### src/rtl/btn_pulse_gen_pkg.sv
// btn_pkg: shared constants for the push-button conditioning block.
//   BTN_*            bit positions of each button in btn_raw/btn_pulse/btn_level
//   *_DEF            default timing (cycles of the 1 kHz tick clock)
//   max2()           elaboration helper for sizing counters
package btn_pkg;
    localparam int BTN_C = 0;
    localparam int BTN_L = 1;
    localparam int BTN_R = 2;
    localparam int BTN_U = 3;
    localparam int BTN_D = 4;

    localparam int N_BTN_DEF         = 5;
    localparam int DEB_CYCLES_DEF    = 20;
    localparam int REPEAT_DELAY_DEF  = 500;
    localparam int REPEAT_PERIOD_DEF = 100;
    localparam logic [N_BTN_DEF-1:0] REPEAT_EN_DEF = 5'b11110;

    function automatic int max2(input int a, input int b);
        return (a > b) ? a : b;
    endfunction
endpackage

### src/rtl/btn_pulse_gen_if.sv
// btn_pulse_gen_if: button bundle between the raw pins and the consumers.
//   btn_raw   : raw asynchronous button levels (1 = pressed)
//   btn_pulse : one-cycle press / auto-repeat pulses
//   btn_level : debounced held level
// master drives btn_raw and observes the outputs; slave is the conditioner.
interface btn_pulse_gen_if
    import btn_pkg::*;
#(
    parameter int N_BTN = N_BTN_DEF
);
    logic [N_BTN-1:0] btn_raw;
    logic [N_BTN-1:0] btn_pulse;
    logic [N_BTN-1:0] btn_level;

    modport master (output btn_raw, input btn_pulse, input btn_level);
    modport slave  (input btn_raw, output btn_pulse, output btn_level);
endinterface

### src/rtl/btn_pulse_gen_channel.sv
// btn_channel: one button's conditioning chain.
//   clk, rst_n : tick clock, async active-low reset
//   raw        : asynchronous bouncy level
//   pulse      : registered one-cycle press / repeat pulse
//   level      : registered debounced level
module btn_channel
    import btn_pkg::*;
#(
    parameter int DEB_CYCLES    = DEB_CYCLES_DEF,
    parameter int REPEAT_DELAY  = REPEAT_DELAY_DEF,
    parameter int REPEAT_PERIOD = REPEAT_PERIOD_DEF,
    parameter bit repeat_en     = 1'b1
) (
    input  logic clk,
    input  logic rst_n,
    input  logic raw,
    output logic pulse,
    output logic level
);
    localparam int DCW = $clog2(DEB_CYCLES + 1);
    localparam int HCW = $clog2(max2(REPEAT_DELAY, REPEAT_PERIOD) + 1);

    logic           s1, s2, db, rpt;
    logic [DCW-1:0] dcnt;
    logic [HCW-1:0] hcnt;
    logic           accept, rise, rpt_fire;

    // s2 has differed from db for DEB_CYCLES consecutive samples
    assign accept = (s2 != db) && (dcnt == DCW'(DEB_CYCLES - 1));
    assign rise   = accept && s2;

    always_ff @(posedge clk or negedge rst_n) begin
        if (!rst_n) begin
            s1   <= 1'b0;
            s2   <= 1'b0;
            db   <= 1'b0;
            dcnt <= '0;
        end else begin
            s1 <= raw;
            s2 <= s1;
            if (s2 == db) begin
                dcnt <= '0;
            end else if (accept) begin
                db   <= s2;
                dcnt <= '0;
            end else begin
                dcnt <= dcnt + 1'b1;
            end
        end
    end

    generate
        if (repeat_en) begin : g_rpt
            // First terminal is the initial delay, then the repeat period
            assign rpt_fire = db && (rpt ? (hcnt == HCW'(REPEAT_PERIOD - 1))
                                         : (hcnt == HCW'(REPEAT_DELAY - 1)));

            always_ff @(posedge clk or negedge rst_n) begin
                if (!rst_n) begin
                    hcnt <= '0;
                    rpt  <= 1'b0;
                end else if (!db) begin
                    hcnt <= '0;
                    rpt  <= 1'b0;
                end else if (rpt_fire) begin
                    hcnt <= '0;
                    rpt  <= 1'b1;
                end else begin
                    hcnt <= hcnt + 1'b1;
                end
            end
        end else begin : g_no_rpt
            assign rpt_fire = 1'b0;
            assign hcnt     = '0;
            assign rpt      = 1'b0;
        end
    endgenerate

    // Registered on the same edge db rises, so pulse and level align
    always_ff @(posedge clk or negedge rst_n) begin
        if (!rst_n) pulse <= 1'b0;
        else        pulse <= rise || rpt_fire;
    end

    assign level = db;
endmodule

### src/rtl/btn_pulse_gen.sv
// btn_pulse_gen: conditions N_BTN raw push-buttons into clean press pulses.
//   clk   : 1 kHz tick clock shared with the state controller
//   rst_n : async active-low reset
//   bus   : btn_raw in, btn_pulse / btn_level out (slave side)
// Each button is an independent btn_channel; no cross-button priority.
module btn_pulse_gen
    import btn_pkg::*;
#(
    parameter int               N_BTN         = N_BTN_DEF,
    parameter int               DEB_CYCLES    = DEB_CYCLES_DEF,
    parameter int               REPEAT_DELAY  = REPEAT_DELAY_DEF,
    parameter int               REPEAT_PERIOD = REPEAT_PERIOD_DEF,
    parameter logic [N_BTN-1:0] REPEAT_EN     = REPEAT_EN_DEF
) (
    input  logic           clk,
    input  logic           rst_n,
    btn_pulse_gen_if.slave bus
);
    logic [N_BTN-1:0] pulse_w;
    logic [N_BTN-1:0] level_w;

    generate
        for (genvar gi = 0; gi < N_BTN; gi++) begin : g_ch
            btn_channel #(
                .DEB_CYCLES   (DEB_CYCLES),
                .REPEAT_DELAY (REPEAT_DELAY),
                .REPEAT_PERIOD(REPEAT_PERIOD),
                .repeat_en    (REPEAT_EN[gi])
            ) u_ch (
                .clk  (clk),
                .rst_n(rst_n),
                .raw  (bus.btn_raw[gi]),
                .pulse(pulse_w[gi]),
                .level(level_w[gi])
            );
        end
    endgenerate

    assign bus.btn_pulse = pulse_w;
    assign bus.btn_level = level_w;
endmodule

### src/flat_wrapper.sv
// flat-port wrapper written by rule: the top's interface ports become plain ports
module btn_pulse_gen_flat import btn_pkg::*;
#(
    parameter int               N_BTN         = N_BTN_DEF,
    parameter int               DEB_CYCLES    = DEB_CYCLES_DEF,
    parameter int               REPEAT_DELAY  = REPEAT_DELAY_DEF,
    parameter int               REPEAT_PERIOD = REPEAT_PERIOD_DEF,
    parameter logic [N_BTN-1:0] REPEAT_EN     = REPEAT_EN_DEF
)
  (clk, rst_n, bus_btn_raw, bus_btn_pulse, bus_btn_level);
  btn_pulse_gen_if #(.N_BTN(N_BTN)) bus_i ();
  input  logic clk;
  input  logic rst_n;
  input wire logic [$bits(bus_i.btn_raw)-1:0] bus_btn_raw;
  output wire logic [$bits(bus_i.btn_pulse)-1:0] bus_btn_pulse;
  output wire logic [$bits(bus_i.btn_level)-1:0] bus_btn_level;
  assign bus_i.btn_raw = bus_btn_raw;
  assign bus_btn_pulse = bus_i.btn_pulse;
  assign bus_btn_level = bus_i.btn_level;
  btn_pulse_gen #(.N_BTN(N_BTN), .DEB_CYCLES(DEB_CYCLES), .REPEAT_DELAY(REPEAT_DELAY), .REPEAT_PERIOD(REPEAT_PERIOD), .REPEAT_EN(REPEAT_EN)) u_core (.clk(clk), .rst_n(rst_n), .bus(bus_i));
endmodule
### config.mk
export PLATFORM = sky130hd
export DESIGN_NAME = btn_pulse_gen_flat
export DESIGN_NICKNAME = d
export VERILOG_FILES = /design/src/rtl/btn_pulse_gen_pkg.sv /design/src/rtl/btn_pulse_gen_if.sv /design/src/rtl/btn_pulse_gen_channel.sv /design/src/rtl/btn_pulse_gen.sv /design/src/flat_wrapper.sv
export SDC_FILE = /design/constraint.sdc
export NUM_CORES = 1
export LEC_CHECK = 0
export CAP_MARGIN = 20
export CORE_ASPECT_RATIO = 1.75
export CORE_UTILIZATION = 54
export DETAILED_ROUTE_END_ITERATION = 6
export PLACE_DENSITY = 0.78
export SYNTH_ARGS = -nofsm -noshare
export SYNTH_HDL_FRONTEND = slang
export SYNTH_SLANG_ARGS = --single-unit
### constraint.sdc
create_clock -name clk -period 1.89 [get_ports clk]
set_clock_uncertainty 0.05 [all_clocks]
set_input_delay 0.4725 -clock clk [delete_from_list [all_inputs] [get_ports clk]]
set_output_delay 0.4725 -clock clk [all_outputs]
set_load 0.05 [all_outputs]
==> impl_metrics.toml <==
[status]
outcome = "completed"

[final_layout]
fin_area_mm2 = 0.00452
num_antenna_cells = 0
finish.utilization_pct = 65.5
nets = 394
syn_to_final_growth_pct = 16.5
drive_gt1_share_pct = 14.9

[placement]
place_hpwl_mm = 4.91
port_buffers = 16
place_area_mm2 = 0.00425
gp_congestion = 0.776

[synth]
yosys_warnings = 0
yosysSeqAreaShare_pct = 54.8
ys_top_cells_by_area = "dfrtp_1 (55%), xor2_1 (3.2%), a211oi_1 (3.1%)"
synth_nets = 355
syn-instance-count = 339
ys_ff_latch = 85
yosys.cell_types.count = 34
mappedNetlistArea_mm2 = 0.00388
synth.top_cell.area_share_pct = 54.8
yosys.area.top_type = "dfrtp_1"
synth.avg_cell_area_um2 = 11.4

[clock_tree]
cts_root_buffer = "clkbuf_16"
cts.sinks = 85
cts.repair.resized = 0
ctsLongestPathBuffers = 2
cts_tree = "yes"
insertion_delay_ps = 340
clk_pin_slew_ps = 60
htreeDepth = 3
cts_buffers = 9

[timing]
relSlewSlack_pct = 72.3
tns_ps = 0
fin_crit_ps = 1790
rsz0062_at_grt = "no"
setup_violations = 0
finalCritPeriodShare_pct = 94.5
max_freq_mhz = 560
maxSlewViolCount = 0
hold_viol = 0
worst_slew_pin_slew_ps = 412

[global_routing]
grt.overflow.total = 0
antenna_found_initial = 0
grt_pass1_vias = 2806
grt_pass1_wl_mm = 12.2
track_usage_pct = 21.4
grt_max_degree = 45

[critical_path]
r2r_cells = 4
crit_buf_inv = 1
critPathTopFamily = "simple AND/OR/NAND/NOR gates"
cpPeakStageDelay_ps = 510
crit_cells = 4
crit_arrival_ps = 1950
crit_fanout = 9
crit_chain = "or4b_4, a2111oi_4, buf_4, nor3b_1"
cp_slowest_cell = "or4b_4"
crit_required_ps = 2050
start_kind = "register"
endpoint_kind = "register"
crit_type = "register to register"

[floorplan]
io_pins = 17
row_count = 40
core_mm2 = 0.00691
fp.dieW_um = 66.1
dieArea_mm2 = 0.00754
initial_core_util_pct = 56.2
dieHeight_um = 114

[route]
ant_nets = 0
vias_per_cell = 5.78
dr.pass1.iters = 4
num_vias = 2693
drc = 0
drt-total-wl_mm = 6.93
wire_per_inst_um = 14.9
drt_iter0_markers = 176

[min_path]
hp-class = "register to register"
min_path_cells = 0

[pwr]
leakage_nw = 1.87
vdd.ir_drop.worst_uv = 511
power_density_mw_per_mm2 = 789

[flow_run]
cap_violations = 0
-- cells in the final DEF, fill, tap and decap left out, types with 7 or more instances in the layout --
cell type,count
o31ai_1,7
or4_1,7
ha_1,9
dfrtp_1,85
xor2_1,14
nor3_1,17
nor2_1,16
buf_4,28
a211oi_1,16
clkbuf_16,9
or3_1,9
nand2_1,20
nand3_1,19
nor2b_1,16
xnor2_1,12
o21ai_0,20
-- area by class of cell --
| cell class | count | area, um2 |
|---|---|---|
| Clock inverter | 2 | 10.0 |
| Sequential cell | 85 | 2130 |
| Timing Repair Buffer | 38 | 350 |
| Clock buffer | 13 | 250 |
| Multi-Input combinational cell | 235 | 1650 |
| Tap cell | 84 | 105 |
| Fill cell | 515 | 2380 |
| Inverter | 9 | 33.8 |
-- state kept, by name (all words and copies together), names as in the netlist --
register and flops:
u_core.g_ch.u_ch.level 5, u_core.g_ch.u_ch.s2 5, u_core.g_ch.u_ch.dcnt 25, u_core.g_ch.u_ch.pulse 5, u_core.g_ch.u_ch.s1 5, u_core.g_ch.u_ch.rpt 4
u_core.g_ch.u_ch.hcnt 36
-- what timing repair did --
item                                   CTS  global route
hold buffers                             1             0
buffers inserted                         0             0
endpoints found under the hold margin   23             0
-- synth_stat cells --
cell type and number:
a2111oi_4 4, a21bo_2 1, nand2b_1 4, inv_1 5, nor4bb_1 4, o31ai_1 7, nor4_1 3, ha_1 9
nand4b_1 4, a21oi_1 5, and3b_1 4, mux2_2 1, nand2_1 20, nor3b_1 4, a211oi_1 16, o21bai_1 1
nor2_1 16, or4b_4 4, clkinv_1 4, o21ai_0 20, nand4_1 1, nand3_1 19, nor2b_1 16, xor2_1 14
buf_4 10, o21a_1 4, nor3_1 17, or2_2 3, or4_1 7, or3_1 9, xnor2_1 12, a22o_1 4
dfrtp_1 85, nand3b_1 2
-- routing by layer --
| metal | up-vias | GRT usage, % | routed length (um) |
|---|---|---|---|
| met5 | - | 0 | 0 |
| met3 | 9 | 5.48 | 196 |
| met1 | 1344 | 23.5 | 2810 |
| met4 | 0 | 9.79 | 126 |
| met2 | 35 | 37.8 | 3800 |
| li1 | 1305 | - | - |
-- kinds of logic (layout without fill, tap and decap cells) --
kind of cell / after synthesis / in the layout / synth area share (%)
simple gates: 137 / 137 / 20.7
flops: 85 / 85 / 54.8
compound gates: 62 / 62 / 12.6
xor+xnor: 26 / 26 / 5.87
buf+inv: 19 / 62 / 2.80
fa+ha+maj: 9 / 9 / 2.90
mux: 1 / 1 / 0.290
-- final timing paths --
path,slack [ps],start,endpoint
max,100,u_core.g_ch[3].u_ch.hcnt[8]$_DFF_PN0_,u_core.g_ch[3].u_ch.hcnt[1]$_DFF_PN0_
min,300,u_core.g_ch[3].u_ch.s1$_DFF_PN0_,u_core.g_ch[3].u_ch.s2$_DFF_PN0_
max reg2reg,100,u_core.g_ch[3].u_ch.hcnt[8]$_DFF_PN0_,u_core.g_ch[3].u_ch.hcnt[1]$_DFF_PN0_
min reg2reg,300,u_core.g_ch[3].u_ch.s1$_DFF_PN0_,u_core.g_ch[3].u_ch.s2$_DFF_PN0_
max in group asynchronous,710,rst_n,u_core.g_ch[4].u_ch.s2$_DFF_PN0_
min in group asynchronous,530,rst_n,u_core.g_ch[1].u_ch.hcnt[8]$_DFF_PN0_
-- per-stage QoR --
step	setup WS, ps	total power, mW	hold slack, ps	instances
floorplan	40.7	1.97	127	339
global placement	149	2.03	283	450
detailed placement	111	2.04	288	450
CTS	95.3	3.61	301	466
global route	39.8	3.72	312	466
finish	103	3.57	297	466
-- where the power goes --
part           switching [mW]  internal [mW]
Combinational          0.0677         0.0514
Sequential             0.0293           1.86
Clock                   0.646          0.914
Note: power is estimated with default switching activity, not from simulation.
